--- src/rtl/fetch_insn_queue.sv ---
// Fetch-to-decode instruction queue: 2^LG_DEPTH circular buffer of
// fetched instructions, PCs and branch-prediction metadata.
//
// Ports:
//   clk, reset (sync, active-high), flush (drop all entries)
//   push_*   : fetch-side entry and valid/ready handshake
//   out_*    : head entry to decode, zero when out_valid=0
//   count    : occupancy 0..2^LG_DEPTH
//   full_cycles : cycles spent full since reset (wraps at 2^64)

`ifndef M_WIDTH
`define M_WIDTH 32
`endif
`ifndef LG_PHT_SZ
`define LG_PHT_SZ 10
`endif

module fetch_insn_queue #(
    parameter int LG_DEPTH = 3
) (
    input  logic                  clk,
    input  logic                  reset,
    input  logic                  flush,
    input  logic                  push_valid,
    output logic                  push_ready,
    input  logic [31:0]           push_insn,
    input  logic [`M_WIDTH-1:0]   push_pc,
    input  logic                  push_pred,
    input  logic [`LG_PHT_SZ-1:0] push_pht_idx,
    input  logic [`M_WIDTH-1:0]   push_pred_target,
    output logic                  out_valid,
    input  logic                  out_ready,
    output logic [31:0]           out_insn,
    output logic [`M_WIDTH-1:0]   out_pc,
    output logic                  out_pred,
    output logic [`LG_PHT_SZ-1:0] out_pht_idx,
    output logic [`M_WIDTH-1:0]   out_pred_target,
    output logic [LG_DEPTH:0]     count,
    output logic [63:0]           full_cycles
);

    localparam int DEPTH = 1 << LG_DEPTH;
    localparam logic [LG_DEPTH:0] PTR_ONE = {{LG_DEPTH{1'b0}}, 1'b1};

    logic [31:0]           insn_q [DEPTH];
    logic [`M_WIDTH-1:0]   pc_q   [DEPTH];
    logic                  pred_q [DEPTH];
    logic [`LG_PHT_SZ-1:0] pht_q  [DEPTH];
    logic [`M_WIDTH-1:0]   tgt_q  [DEPTH];

    logic [LG_DEPTH:0]   wr_ptr_q, wr_ptr_d;
    logic [LG_DEPTH:0]   rd_ptr_q, rd_ptr_d;
    logic [63:0]         full_cycles_q, full_cycles_d;
    logic [LG_DEPTH-1:0] wr_idx, rd_idx;
    logic                empty, full;
    logic                push_fire, pop_fire;

    always_comb begin
        wr_idx    = wr_ptr_q[LG_DEPTH-1:0];
        rd_idx    = rd_ptr_q[LG_DEPTH-1:0];
        empty     = (wr_ptr_q == rd_ptr_q);
        // Same slot but different lap: writer is a full buffer ahead.
        full      = (wr_idx == rd_idx) &&
                    (wr_ptr_q[LG_DEPTH] != rd_ptr_q[LG_DEPTH]);
        push_fire = push_valid && !full;
        pop_fire  = out_ready && !empty;
    end

    always_comb begin
        wr_ptr_d      = wr_ptr_q;
        rd_ptr_d      = rd_ptr_q;
        full_cycles_d = full_cycles_q;
        if (full) begin
            full_cycles_d = full_cycles_q + 64'd1;
        end
        if (flush) begin
            // Redirect wins over any handshake completing this cycle.
            wr_ptr_d = '0;
            rd_ptr_d = '0;
        end else begin
            if (push_fire) begin
                wr_ptr_d = wr_ptr_q + PTR_ONE;
            end
            if (pop_fire) begin
                rd_ptr_d = rd_ptr_q + PTR_ONE;
            end
        end
    end

    always_ff @(posedge clk) begin
        if (reset) begin
            wr_ptr_q      <= '0;
            rd_ptr_q      <= '0;
            full_cycles_q <= '0;
        end else begin
            wr_ptr_q      <= wr_ptr_d;
            rd_ptr_q      <= rd_ptr_d;
            full_cycles_q <= full_cycles_d;
        end
    end

    // Entry storage is left unreset; the output mask hides stale data.
    always_ff @(posedge clk) begin
        if (push_fire && !flush && !reset) begin
            insn_q[wr_idx] <= push_insn;
            pc_q[wr_idx]   <= push_pc;
            pred_q[wr_idx] <= push_pred;
            pht_q[wr_idx]  <= push_pht_idx;
            tgt_q[wr_idx]  <= push_pred_target;
        end
    end

    always_comb begin
        push_ready      = !full;
        out_valid       = !empty;
        count           = wr_ptr_q - rd_ptr_q;
        full_cycles     = full_cycles_q;
        out_insn        = '0;
        out_pc          = '0;
        out_pred        = 1'b0;
        out_pht_idx     = '0;
        out_pred_target = '0;
        if (!empty) begin
            out_insn        = insn_q[rd_idx];
            out_pc          = pc_q[rd_idx];
            out_pred        = pred_q[rd_idx];
            out_pht_idx     = pht_q[rd_idx];
            out_pred_target = tgt_q[rd_idx];
        end
    end

endmodule

--- config.mk ---
export PLATFORM = sky130hd
export DESIGN_NAME = fetch_insn_queue
export DESIGN_NICKNAME = d
export VERILOG_FILES = /design/src/rtl/fetch_insn_queue.sv
export SDC_FILE = /design/constraint.sdc
export NUM_CORES = 1
export LEC_CHECK = 0
export CORE_UTILIZATION = 30
export DETAILED_ROUTE_END_ITERATION = 10
export GPL_ROUTABILITY_DRIVEN = 0
export SYNTH_ARGS = -nofsm -noshare
export SYNTH_HDL_FRONTEND = slang
export SYNTH_SLANG_ARGS = --single-unit
--- constraint.sdc ---
create_clock -name clk -period 13.5 [get_ports clk]
set_clock_uncertainty 0.15 [all_clocks]
set_input_delay 2.7 -clock clk [delete_from_list [all_inputs] [get_ports clk]]
set_output_delay 2.7 -clock clk [all_outputs]
set_load 0.01 [all_outputs]
==> flow_summary.toml <==
[pwr]
p_leak_nw = 13.11
total_power_mw = 6.100
peakVddDrop_v = 0.00009200
power_density_nw_per_um2 = 138.1

[sta]
tns_ps = 0
finalSetupViolCount = 0
relSlewSlack = 0.1661
finalCritPeriodShare = 0.5641
hold_viol = 0
worst_slew_pin_slew_ps = 1251
rsz0062_at_grt = "false"
slew_viol_final = 0
max_freq_mhz = 131.3
period_needed_ps = 7615

[die]
core_area_sq_um = 118600
io_pins = 289
fp.dieH_um = 348.3
rows = 126
die_area_sq_um = 121300
chipWidth_um = 348.3
start_util = 0.3035

[clock_network]
cts.repair_timing.setup_buffer_count = 0
cts.sink_count = 931
clockBufferDepth = 3
cts_tree = "yes"
clk_pin_slew_ps = 50
cts_htree_levels = 3
clockRootBuffer = "clkbuf_16"
cts_buffers = 101
cts-hold-fix-buffers = 0
insertion_delay_ps = 670
ctsResizeCount = 0

[detailed_routing]
vias_per_cell = 4.812
drc = 0
drt_pre_antenna_iters = 5
wirelength_mm = 86.17
via_count = 18460
ant_nets = 0
dr.first_iter.drc_count = 1383
wl_per_cell_um = 22.46

[global_route]
grt_max_degree = 161
grt_use_total = 0.1407
antenna_found_initial = 14
grt_overflow = 0
grt_pass1_wl_mm = 127.3
grt_pass1_vias = 19410

[synthesis]
synth_flop_cell = "edfxtp_1"
yosysWarnings = 0
synth_cell_types = 37
syn-num-nets = 1929
seq_area_frac_synth = 0.7562
synth_area_sq_um = 35980
syn_inst = 1810
ys_ff_latch = 931
syn_avg_cell_area_sq_um = 19.88
async_reset_ff_frac = 0
synth_edf_count = 856

[placement]
dpl_cell_area_sq_um = 40860
port-buffer-count = 288
dpl.hpwl_mm = 48.17
dp_cells = 3643

[setup_path]
cp.depth = 6
rr_worst_depth = 7
cpPeakStageDelay_ps = 980
crit_end = "out_pc[22]"
r2r_end = "pc_q[1][22]$_DFFE_PP_"
critPathCaptureType = "primary output"
worstPathRequired_ps = 10650
crit_slowest_cell = "dfxtp_4"
timing.rr.start = "wr_ptr_q[2]$_SDFFE_PP0P_"
arrival_ps = 4770
crit_buf_inv = 3
crit_chain = "buf_4, buf_4, mux4_2, mux2i_1, nor2_1, clkdlybuf4s50_1"
cpMostUsedCell = "buf_4"
start_kind = "register"
worstSetupPathType = "register to primary output"
r2r_setup_slack_ps = 9410
cp_max_fo = 46
cp_top_family = "buffers and inverters"

[final_layout]
drive_gt1_frac = 0.1867
num-nets-final = 2265
final_util = 0.3727
design_area_sq_um = 44180
stdcell_count = 3836
area_delta_synth_final_pct = 22.80

[worst_hold_path]
holdCritPathClass = "register to register"

[outcome]
status = "complete, no violations"

[job]
maxCapViolations = 0
==> layout by cell type, fill, tap and decap left out, types with 29 or more instances in the layout <==
| cell | count |
|---|---|
| clkdlybuf4s50_1 | 287 |
| dfxtp_1 | 72 |
| mux4_2 | 214 |
| mux2i_1 | 107 |
| nor2_1 | 145 |
| nand4_1 | 31 |
| nand2_1 | 33 |
| or3_1 | 29 |
| edfxtp_1 | 856 |
| buf_4 | 32 |
| clkbuf_16 | 103 |
| a21oi_1 | 46 |
==> tightest hold or removal path, delay by kind of cell, from the launching register on <==
| kind | cells | cell delay [ps] |
|---|---|---|
| AO/OA/AOI/OAI | 2 | 120 |
| flip-flops | 1 | 320 |
==> cells by family after synthesis <==
kind of cell | count (synthesis) | share of synthesized area
compound gates | 90 | 0.01370
xor+xnor | 30 | 0.007303
fa+ha+maj | 7 | 0.002643
buf+inv | 106 | 0.01165
flops | 931 | 0.7562
mux | 322 | 0.1640
simple gates | 324 | 0.04451
==> report_power, final <==
group / switching, mW / internal (mW) / total, mW
clock: 1.13 / 1.59 / 2.73
sequential: 0.00550 / 3.16 / 3.17
combinational: 0.110 / 0.0955 / 0.205
total: 1.25 / 4.85 / 6.10
==> final cells by class <==
| cell class | instances | area [sq um] |
|---|---|---|
| fillers | 10920 | 74370 |
| flip-flops and latches | 931 | 27220 |
| multi-input cells | 773 | 8417 |
| repair buffers | 322 | 3158 |
| clock buffers | 126 | 2694 |
| well taps | 1600 | 2002 |
| clock inverters | 64 | 624.3 |
| inverters | 17 | 63.81 |
| diodes | 3 | 7.507 |
==> metrics by stage <==
step	hold WS, ps	setup slack [ps]
6_report	339.4	5885
4_1_cts	339.4	5537
3_5_place_dp	330.1	6269
2_1_floorplan	344.2	1814
5_1_grt	357.8	5341
3_3_place_gp	317.0	6246
==> synth_stat cells, drive strengths merged, types with 17 or more instances <==
| library cell | number | share of area |
|---|---|---|
| mux4 | 214 | 0.13 |
| dfxtp | 75 | 0.042 |
| buf | 37 | 0.0045 |
| o21ai | 28 | 0.0039 |
| inv | 17 | 0.0018 |
| nand4 | 32 | 0.0057 |
| nand3 | 27 | 0.0038 |
| nor2 | 152 | 0.016 |
| mux2i | 107 | 0.030 |
| xor2 | 18 | 0.0044 |
| clkbuf | 52 | 0.0054 |
| or3 | 29 | 0.0050 |
| a21oi | 46 | 0.0064 |
| nand2 | 33 | 0.0034 |
| edfxtp | 856 | 0.71 |
==> registers in the layout, indices dropped and copies added (netlist names), named ones only <==
name         cells
insn_q         256
pc_q           256
tgt_q          256
pht_q           80
full_cycles     64
pred_q           8
rd_ptr_q         4
wr_ptr_q         4
==> layer usage <==
layer	global-route usage	wire, um	up-vias
li1	-	-	8076
met4	0.03380	1349	22
met1	0.1851	36650	9728
met5	0	156	-
met3	0.03970	6528	118
met2	0.2292	41480	513
==> worst min path at each step <==
stage	slack, ps	to	cells after the start	from
finish	340	full_cycles[63]$_SDFFE_PP0P_	2	full_cycles[63]$_SDFFE_PP0P_
global route	360	full_cycles[63]$_SDFFE_PP0P_	2	full_cycles[63]$_SDFFE_PP0P_
CTS	340	full_cycles[63]$_SDFFE_PP0P_	2	full_cycles[63]$_SDFFE_PP0P_
detailed placement	330	full_cycles[63]$_SDFFE_PP0P_	2	full_cycles[63]$_SDFFE_PP0P_
global placement	320	full_cycles[63]$_SDFFE_PP0P_	2	full_cycles[63]$_SDFFE_PP0P_
floorplan	340	rd_ptr_q[3]$_SDFFE_PP0P_	2	rd_ptr_q[3]$_SDFFE_PP0P_
Power figures use the tool's default switching activity.
